--- src/rtl/cgol_pkg.sv ---
// Shared types and helpers for the Game of Life generation buffer.
// Window-edge helpers return -1 for a neighbour row that lies outside the grid.
package cgol_pkg;

    typedef enum logic [1:0] {
        IDLE,
        STREAM,
        DRAIN,
        SWAP
    } gen_state_t;

    localparam int COLS_DEF = 8;
    localparam int ROWS_DEF = 16;

    function automatic int wrap_prev(input int idx, input int rows, input bit torus);
        if (idx == 0)
            return torus ? rows - 1 : -1;
        return idx - 1;
    endfunction

    function automatic int wrap_next(input int idx, input int rows, input bit torus);
        if (idx == rows - 1)
            return torus ? 0 : -1;
        return idx + 1;
    endfunction

endpackage

--- src/rtl/cgol_bank.sv ---
// One ROWS x COLS cell bank: flop array with async clear, one write port,
// three combinational window read ports and one display read port.
module cgol_bank #(
    parameter int COLS = 8,
    parameter int ROWS = 16,
    parameter int AW   = $clog2(ROWS)
) (
    input  logic            clk,
    input  logic            reset_n,
    input  logic            we,
    input  logic [AW-1:0]   waddr,
    input  logic [COLS-1:0] wdata,
    input  logic [AW-1:0]   a_addr,
    input  logic [AW-1:0]   c_addr,
    input  logic [AW-1:0]   b_addr,
    input  logic [AW-1:0]   d_addr,
    output logic [COLS-1:0] a_data,
    output logic [COLS-1:0] c_data,
    output logic [COLS-1:0] b_data,
    output logic [COLS-1:0] d_data
);

    localparam logic [AW:0] ROWS_W = (AW + 1)'(ROWS);

    logic [COLS-1:0] mem [ROWS];

    function automatic logic in_range(input logic [AW-1:0] addr);
        return {1'b0, addr} < ROWS_W;
    endfunction

    always_ff @(posedge clk or negedge reset_n) begin
        if (!reset_n) begin
            for (int i = 0; i < ROWS; i++)
                mem[i] <= '0;
        end else if (we && in_range(waddr)) begin
            mem[waddr] <= wdata;
        end
    end

    // Addresses beyond the grid (only possible for non-power-of-two ROWS) read as zero.
    assign a_data = in_range(a_addr) ? mem[a_addr] : '0;
    assign c_data = in_range(c_addr) ? mem[c_addr] : '0;
    assign b_data = in_range(b_addr) ? mem[b_addr] : '0;
    assign d_data = in_range(d_addr) ? mem[d_addr] : '0;

endmodule

--- src/rtl/cgol_gen_buffer.sv ---
// Double-buffered cell store: streams row windows of the current generation,
// collects result rows into the next bank, and swaps banks per generation.
module cgol_gen_buffer
    import cgol_pkg::*;
#(
    parameter int COLS  = COLS_DEF,
    parameter int ROWS  = ROWS_DEF,
    parameter int AW    = $clog2(ROWS),
    parameter int TORUS = 1,
    parameter int GW    = 16
) (
    input  logic            clk,
    input  logic            reset_n,
    input  logic            load_en,
    input  logic [AW-1:0]   load_addr,
    input  logic [COLS-1:0] load_data,
    input  logic            start,
    output logic            idle,
    output logic            row_valid,
    input  logic            row_ready,
    output logic [AW-1:0]   row_idx,
    output logic [COLS-1:0] row_above,
    output logic [COLS-1:0] row_cur,
    output logic [COLS-1:0] row_below,
    input  logic            wr_en,
    input  logic [AW-1:0]   wr_addr,
    input  logic [COLS-1:0] wr_data,
    input  logic [AW-1:0]   rd_addr,
    output logic [COLS-1:0] rd_data,
    output logic            gen_done,
    output logic [GW-1:0]   gen_count
);

    localparam logic [AW:0]   ROWS_W = (AW + 1)'(ROWS);
    localparam logic [AW-1:0] LAST   = AW'(ROWS - 1);

    gen_state_t      state;
    logic            bank_sel;
    logic [ROWS-1:0] mask;

    logic [AW-1:0]   win_idx;
    int              prev_i;
    int              next_i;
    logic [AW-1:0]   a_addr;
    logic [AW-1:0]   b_addr;
    logic            load_ok;
    logic            res_ok;
    logic            res_in_range;

    logic [1:0]      bank_we;
    logic [AW-1:0]   bank_waddr [2];
    logic [COLS-1:0] bank_wdata [2];
    logic [COLS-1:0] q_a [2];
    logic [COLS-1:0] q_c [2];
    logic [COLS-1:0] q_b [2];
    logic [COLS-1:0] q_d [2];

    logic [COLS-1:0] win_above;
    logic [COLS-1:0] win_cur;
    logic [COLS-1:0] win_below;
    logic [COLS-1:0] disp_data;

    // The window fetched is the one that will be presented after the coming edge.
    always_comb begin
        win_idx = (state == IDLE) ? '0 : row_idx + AW'(1);
        prev_i  = wrap_prev(int'(win_idx), ROWS, TORUS != 0);
        next_i  = wrap_next(int'(win_idx), ROWS, TORUS != 0);
        a_addr  = (prev_i < 0) ? '0 : AW'(prev_i);
        b_addr  = (next_i < 0) ? '0 : AW'(next_i);
    end

    assign load_ok      = (state == IDLE) && load_en && !start;
    assign res_ok       = ((state == STREAM) || (state == DRAIN)) && wr_en;
    assign res_in_range = {1'b0, wr_addr} < ROWS_W;

    // The current bank takes host loads; the other bank takes result rows.
    always_comb begin
        for (int b = 0; b < 2; b++) begin
            if (bank_sel == b[0]) begin
                bank_we[b]    = load_ok;
                bank_waddr[b] = load_addr;
                bank_wdata[b] = load_data;
            end else begin
                bank_we[b]    = res_ok;
                bank_waddr[b] = wr_addr;
                bank_wdata[b] = wr_data;
            end
        end
    end

    for (genvar g = 0; g < 2; g++) begin : g_bank
        cgol_bank #(
            .COLS(COLS),
            .ROWS(ROWS),
            .AW  (AW)
        ) u_bank (
            .clk    (clk),
            .reset_n(reset_n),
            .we     (bank_we[g]),
            .waddr  (bank_waddr[g]),
            .wdata  (bank_wdata[g]),
            .a_addr (a_addr),
            .c_addr (win_idx),
            .b_addr (b_addr),
            .d_addr (rd_addr),
            .a_data (q_a[g]),
            .c_data (q_c[g]),
            .b_data (q_b[g]),
            .d_data (q_d[g])
        );
    end

    always_comb begin
        win_above = (prev_i < 0) ? '0 : q_a[bank_sel];
        win_cur   = q_c[bank_sel];
        win_below = (next_i < 0) ? '0 : q_b[bank_sel];
        disp_data = q_d[bank_sel];
    end

    always_ff @(posedge clk or negedge reset_n) begin
        if (!reset_n) begin
            state     <= IDLE;
            bank_sel  <= 1'b0;
            mask      <= '0;
            idle      <= 1'b1;
            row_valid <= 1'b0;
            row_idx   <= '0;
            row_above <= '0;
            row_cur   <= '0;
            row_below <= '0;
            rd_data   <= '0;
            gen_done  <= 1'b0;
            gen_count <= '0;
        end else begin
            gen_done <= 1'b0;
            rd_data  <= disp_data;
            if (res_ok && res_in_range)
                mask[wr_addr] <= 1'b1;

            case (state)
                IDLE: begin
                    if (start) begin
                        mask      <= '0;
                        row_idx   <= '0;
                        row_above <= win_above;
                        row_cur   <= win_cur;
                        row_below <= win_below;
                        row_valid <= 1'b1;
                        idle      <= 1'b0;
                        state     <= STREAM;
                    end
                end
                STREAM: begin
                    if (row_valid && row_ready) begin
                        if (row_idx == LAST) begin
                            row_valid <= 1'b0;
                            state     <= DRAIN;
                        end else begin
                            row_idx   <= win_idx;
                            row_above <= win_above;
                            row_cur   <= win_cur;
                            row_below <= win_below;
                        end
                    end
                end
                DRAIN: begin
                    if (&mask)
                        state <= SWAP;
                end
                SWAP: begin
                    bank_sel  <= ~bank_sel;
                    gen_done  <= 1'b1;
                    gen_count <= gen_count + GW'(1);
                    idle      <= 1'b1;
                    state     <= IDLE;
                end
                default: state <= IDLE;
            endcase
        end
    end

endmodule
--- config.mk ---
export PLATFORM = sky130hd
export DESIGN_NAME = cgol_gen_buffer
export DESIGN_NICKNAME = d
export VERILOG_FILES = /design/src/rtl/cgol_pkg.sv /design/src/rtl/cgol_bank.sv /design/src/rtl/cgol_gen_buffer.sv
export SDC_FILE = /design/constraint.sdc
export NUM_CORES = 1
export LEC_CHECK = 0
export ABC_CLOCK_PERIOD_IN_PS = 4200
export BUFFER_PORTS_ARGS = -buffer_cell sky130_fd_sc_hd__buf_2
export CORE_MARGIN = 2
export CORE_UTILIZATION = 50
export CTS_BUF_LIST = sky130_fd_sc_hd__clkbuf_2 sky130_fd_sc_hd__clkbuf_4 sky130_fd_sc_hd__clkbuf_8
export DETAILED_ROUTE_END_ITERATION = 10
export MAX_ROUTING_LAYER = met4
export PLACE_DENSITY = 0.69
export SYNTH_ARGS = -nofsm -noshare
export SYNTH_HDL_FRONTEND = slang
export SYNTH_SLANG_ARGS = --single-unit
export TNS_END_PERCENT = 20
--- constraint.sdc ---
create_clock -name clk -period 4.2 [get_ports clk]
set_input_delay 0.42 -clock clk [delete_from_list [all_inputs] [get_ports clk]]
set_output_delay 0.42 -clock clk [all_outputs]
set_load 0.05 [all_outputs]
==> results.yml, run 1 <==
clock_network:
  tritoncts: "done"
  ctsResizeCount: 0
  numClockSinks: 330
  h-tree-depth: 2
  postCtsSetupBuffers: 0
  hold_buffers: 1
  cts_inserted_buffers: 58
  root_buffer: "clkbuf_8"
  clockBufferDepth: 3
  clkSlewWorstSetupHoldPaths_ns: 0.06
  clk_latency_ns: 0.66
route:
  vias: 16524
  drc: 0
  firstDrtPassIters: 7
  drt_iter0_drc: 2320
  drt_wl_total_mm: 67.6
  wl_per_cell_um: 27.7
  vias_per_cell: 6.78
  ant_nets: 0
sta:
  setup_viol: 0
  post-route-period-util_pct: 85.4
  setup_tns_ns: 0
  tightest_slew_ns: 1.07
  min_period_ns: 3.59
  max_clock_freq_ghz: 0.279
  hold_slack_ns: 0.135
  relSlewSlack_pct: 28.1
  rsz0062_at_grt: "false"
  drv_slew: 0
  hold_viol: 0
  fin_skew_ns: 0.0179
job:
  drv_cap: 0
die:
  die_h_um: 207
  initial_core_util_pct: 50.5
  dieArea_sq_um: 42900
  io_pins: 89
  die_w_um: 207
  core_area_sq_um: 40800
  rows: 74
layout:
  area.growth.synth_to_final_pct: 10.9
  most-common-layout-cells: "nand2_1 (380), dfrtp_1 (327), mux2_2 (290)"
  diodes: 0
  register_area_sq_um: 8260
  drive_above_1_share_pct: 35.6
  final_common_cell: "nand2_1"
  multi_input_area_sq_um: 11800
  fillers: 3361
  fin_nets: 1902
  fin_cells: 2436
worst_setup_path:
  r2r_cells: 8
  crit_cells: 8
  slowest_stage: "xnor2_2"
  crit_arrival_ns: 4.07
  start_kind: "flop"
  path_cells: "inv_1 > ha_1 > or2_4 > ha_4 > xnor2_2 > mux4_2 > a222oi_1 > o21ai_0"
  worst-path-buf-inv: 1
  endpoint_kind: "flop"
  path_class: "flop to flop"
  path_delay_family: "compound AO/OA/AOI/OAI gates"
  crit_required_ns: 4.68
  worstPathMaxFanout: 13
  slowest_delay_ns: 0.84
worst_hold_path:
  hold_class: "input pin to flop"
  min_delay_path_depth: 3
synthesis:
  synth_edf_count: 0
  yosys_warnings: 0
  synthCells: 1814
  ys_seq_elements: 330
  synth_top_flop_cell: "dfrtp_1"
  yosysSeqAreaShare_pct: 40.0
  syn_avg_cell_area_sq_um: 11.4
  syn-cell-area_sq_um: 20600
  ys_async_sr_fraction_pct: 100
  yosys.cell_types.count: 47
  synth_nets: 1856
placed_design:
  gp_congestion: 0.968
  dp_hpwl_mm: 44.0
  dpl.cell_count: 2331
  placement.io_buffers: 88
pwr:
  p_leak_uw: 0.0100
  power_uw: 8500
  irDropWorstVdd_mv: 0.185
  p_per_area_nw_per_um2: 372
global_route:
  grt.total_usage_pct: 32.3
  grt_pass1_wl_mm: 102
  grt_pass1_vias: 16209
  overflow: 0
  grt_max_degree: 144
  antenna_found_initial: 0
status:
  outcome: "finished, final reports clean"
power breakdown:
group	leakage, uW	switching, uW	internal, uW
combinational	0.00503	599	729
sequential	0.00431	327	3500
clock	0.000696	1400	1940
logic make-up (layout without fill, tap and decap cells):
| kind of cell | Yosys count | in the layout | share of synthesized area [%] |
|---|---|---|---|
| compound gates | 233 | 233 | 7.80 |
| xor+xnor | 21 | 21 | 0.982 |
| fa+ha+maj | 8 | 8 | 0.485 |
| buf+inv | 148 | 238 | 3.04 |
| flops | 330 | 330 | 40.0 |
| mux | 543 | 543 | 37.1 |
| simple gates | 531 | 531 | 10.6 |
synth_stat cells (31+ instances only):
cell type / number / area share (%)
mux2_2: 290 / 16
a21oi_1: 45 / 1.1
nand3_1: 36 / 0.87
a211oi_1: 37 / 1.3
mux4_2: 148 / 16
a31oi_1: 31 / 0.94
nand2_1: 380 / 6.9
mux2i_1: 105 / 5.1
nor2_1: 52 / 0.95
clkbuf_1: 73 / 1.3
dfrtp_1: 329 / 40
buf_1: 32 / 0.58
final cells by class:
type,count,share of cell area [%]
Clock buffer,88,4.91
Clock inverter,16,0.798
Inverter,8,0.142
Multi-Input combinational cell,1336,51.5
Sequential cell,330,36.1
Tap cell,532,2.91
Timing Repair Buffer,126,3.63
final timing paths:
kind | from | to | slack [ns]
worst max register to register | state[0]$_DFFE_PN0P_ | row_above[2]$_DFFE_PN0P_ | 0.61
min in group asynchronous | reset_n | gen_count[9]$_DFFE_PN0P_ | 0.28
worst min register to register | gen_count[15]$_DFFE_PN0P_ | gen_count[15]$_DFFE_PN0P_ | 0.47
worst max-delay path | state[0]$_DFFE_PN0P_ | row_above[2]$_DFFE_PN0P_ | 0.61
max in group asynchronous | reset_n | row_idx[0]$_DFFE_PN0P_ | 2.71
worst min-delay path | start | idle$_DFFE_PN1P_ | 0.13
metal layers:
layer,vias up,part of all wire [%],track usage [%]
li1,6878,-,-
met1,8223,38,41.6
met2,1156,44,46.2
met3,267,12,9.22
met4,0,6.0,17.1
met5,-,0,-
per-stage QoR:
step                worst slack (ns)  area, sq um  utilization, %
CTS                            0.776        22900            56.0
global placement               0.842        21600            52.8
floorplan                      0.173        20600               -
detailed placement             0.784        21600            52.8
global route                   0.564        22900            56.0
finish                         0.614        22900            56.0
tightest hold or removal path, delay by kind of cell:
family,cells,cell delay (ns)
buffers and inverters,1,0.13
muxes,1,0.15
AOI/OAI and AO/OA,1,0.08
registers in the layout, summed over array words and instances (netlist names):
name,cells
g_bank.u_bank.mem,256
gen_count,16
row_above,8
row_valid,1
bank_sel,1
row_idx,4
row_below,8
gen_done,1
mask,16
state,2
idle,1
rd_data,8
row_cur,8
Power figures use the tool's default switching activity.
==> inputs of run 2 (changes only) <==
Settings changed: CORE_ASPECT_RATIO from default to 1.4.
==> run 2 against run 1 <==
Effect of this change:
- highest routed layer unchanged
- routed wire length fell by 3.5%
- sequential share of layout area rose by 0.22 points
- cell count barely moved
- critical path type unchanged
- critical path depth rose by 3
- worst setup slack improved by 0.18 ns
- sequential cell count did not move
- hold slack improved by 0.027 ns
- via count fell by 1.2%
- clock skew rose by 0.0026 ns
- largest cell class unchanged
- global-route usage fell by 0.88 points
- power fell by 4.3%
==> results.yml, run 2 (synthesis gave the netlist of run 1 again) <==
status:
  outcome: "finished, final reports clean"
clock_network:
  clkSlewWorstSetupHoldPaths_ns: 0.07
  h-tree-depth: 2
  tritoncts: "done"
  clockBufferDepth: 3
  clk_latency_ns: 0.62
  numClockSinks: 330
  cts_inserted_buffers: 52
  postCtsSetupBuffers: 0
  root_buffer: "clkbuf_8"
route:
  ant_nets: 0
  vias_per_cell: 6.70
  wl_per_cell_um: 26.8
  drc: 0
  firstDrtPassIters: 7
  drt_wl_total_mm: 65.2
  drt_iter0_drc: 1937
  vias: 16322
sta:
  rsz0062_at_grt: "false"
  layout_setup_ws_ns: 0.790
  hold_slack_ns: 0.162
  post-route-period-util_pct: 81.2
  max_clock_freq_ghz: 0.293
  relSlewSlack_pct: 21.1
  drv_slew: 0
  tightest_slew_ns: 1.18
  hold_viol: 0
  setup_tns_ns: 0
  fin_skew_ns: 0.0205
  min_period_ns: 3.41
  setup_viol: 0
die:
  core_area_sq_um: 41000
  io_pins: 89
  rows: 88
  die_h_um: 244
  initial_core_util_pct: 50.4
  die_w_um: 176
  dieArea_sq_um: 42900
worst_hold_path:
  hold_class: "input pin to flop"
  hp-start: "start"
worst_setup_path:
  cp-startpoint: "state[0]$_DFFE_PN0P_"
  worstPathMaxFanout: 17
  crit_arrival_ns: 3.91
  endpoint_kind: "flop"
  crit_required_ns: 4.70
  r2r-start: "state[0]$_DFFE_PN0P_"
  path_class: "flop to flop"
  start_kind: "flop"
global_route:
  grt_pass1_wl_mm: 98.8
  antenna_found_initial: 1
  overflow: 0
  grt_max_degree: 139
  grt.total_usage_pct: 31.4
  grt_pass1_vias: 16262
layout:
  drive_above_1_share_pct: 35.3
  finish.utilization_pct: 55.5
  design_area_sq_um: 22700
  largest_reg_flops: 256
  area.growth.synth_to_final_pct: 10.2
  most-common-layout-cells: "nand2_1 (380), dfrtp_1 (327), mux2_2 (290)"
  top_register: "g_bank.u_bank.mem"
  final_common_cell: "nand2_1"
  fin_nets: 1895
  reg_top3: "g_bank.u_bank.mem: 256 flops, gen_count: 16 flops, mask: 16 flops"
pwr:
  irDropWorstVdd_mv: 0.261
  p_leak_uw: 0.00995
  p_per_area_nw_per_um2: 358
placed_design:
  place_ws_ns: 0.776
  gp_congestion: 0.952
  dp_hpwl_mm: 42.2
  placement.io_buffers: 88
  placed_area_sq_um: 21600
job:
  drv_cap: 0
[run 2: cell types whose count changed in the layout (fill, tap and decap cells not counted)]
cell	change
clkbuf_8	-8
clkbuf_4	+4
buf_4	-3
clkinv_2	-3
bufinv_16	-2
buf_12	+1
buf_2	+1
diode_2	+1
[run 2: metal layers]
layer	vias to the layer above	track usage (%)	routed length, um	share of wire, %
met5	-	-	0	0
met2	983	47.8	30200	46
li1	6873	-	-	-
met4	0	20.6	5120	7.9
met1	8182	38.4	23800	36
met3	284	5.78	6130	9.4
[run 2: metrics by stage]
step | instances | total power (uW)
floorplan | 1814 | 4730
global placement | 2338 | 5090
detailed placement | 2338 | 5150
CTS | 2434 | 8150
global route | 2435 | 8460
finish | 2435 | 8140
[run 2: worst paths after layout]
check                                                        to  slack [ns]  cells after the start
hold / removal                                 idle$_DFFE_PN1P_        0.16                      3
setup reg to reg                       row_below[5]$_DFFE_PN0P_        0.79                     11
setup / recovery                       row_below[5]$_DFFE_PN0P_        0.79                     11
hold reg to reg                       gen_count[15]$_DFFE_PN0P_        0.48                      1
max in group asynchronous  g_bank[0].u_bank.mem[83]$_DFFE_PN0P_        2.77                      3
min in group asynchronous  g_bank[1].u_bank.mem[18]$_DFFE_PN0P_        0.40                      2
[run 2: worst max-delay path: stages (launching register included)]
cell,delay [ns]
dfrtp_1,0.40
inv_1,0.12
ha_1,0.39
nand2b_2,0.26
clkinv_1,0.10
ha_1,0.26
xnor2_4,0.39
buf_12,0.26
buf_4,0.19
mux4_2,0.50
a222oi_1,0.31
o21ai_1,0.10
[run 2: layout make-up]
class / count / area [sq um]
Antenna cell: 1 / 2.50
Clock buffer: 84 / 1040
Clock inverter: 11 / 108
Fill cell: 3471 / 18200
Inverter: 8 / 32.5
Multi-Input combinational cell: 1336 / 11800
Sequential cell: 330 / 8260
Tap cell: 540 / 676
Timing Repair Buffer: 125 / 833
[run 2: where the power goes]
part | internal, uW | switching, uW
Sequential | 3500 | 308
Clock | 1690 | 1330
Combinational | 730 | 575
Total | 5920 | 2220
[run 2: repair_timing]
action	CTS	global route
endpoints found under the hold margin	95	0
resized for setup	0	0
hold buffers	1	0
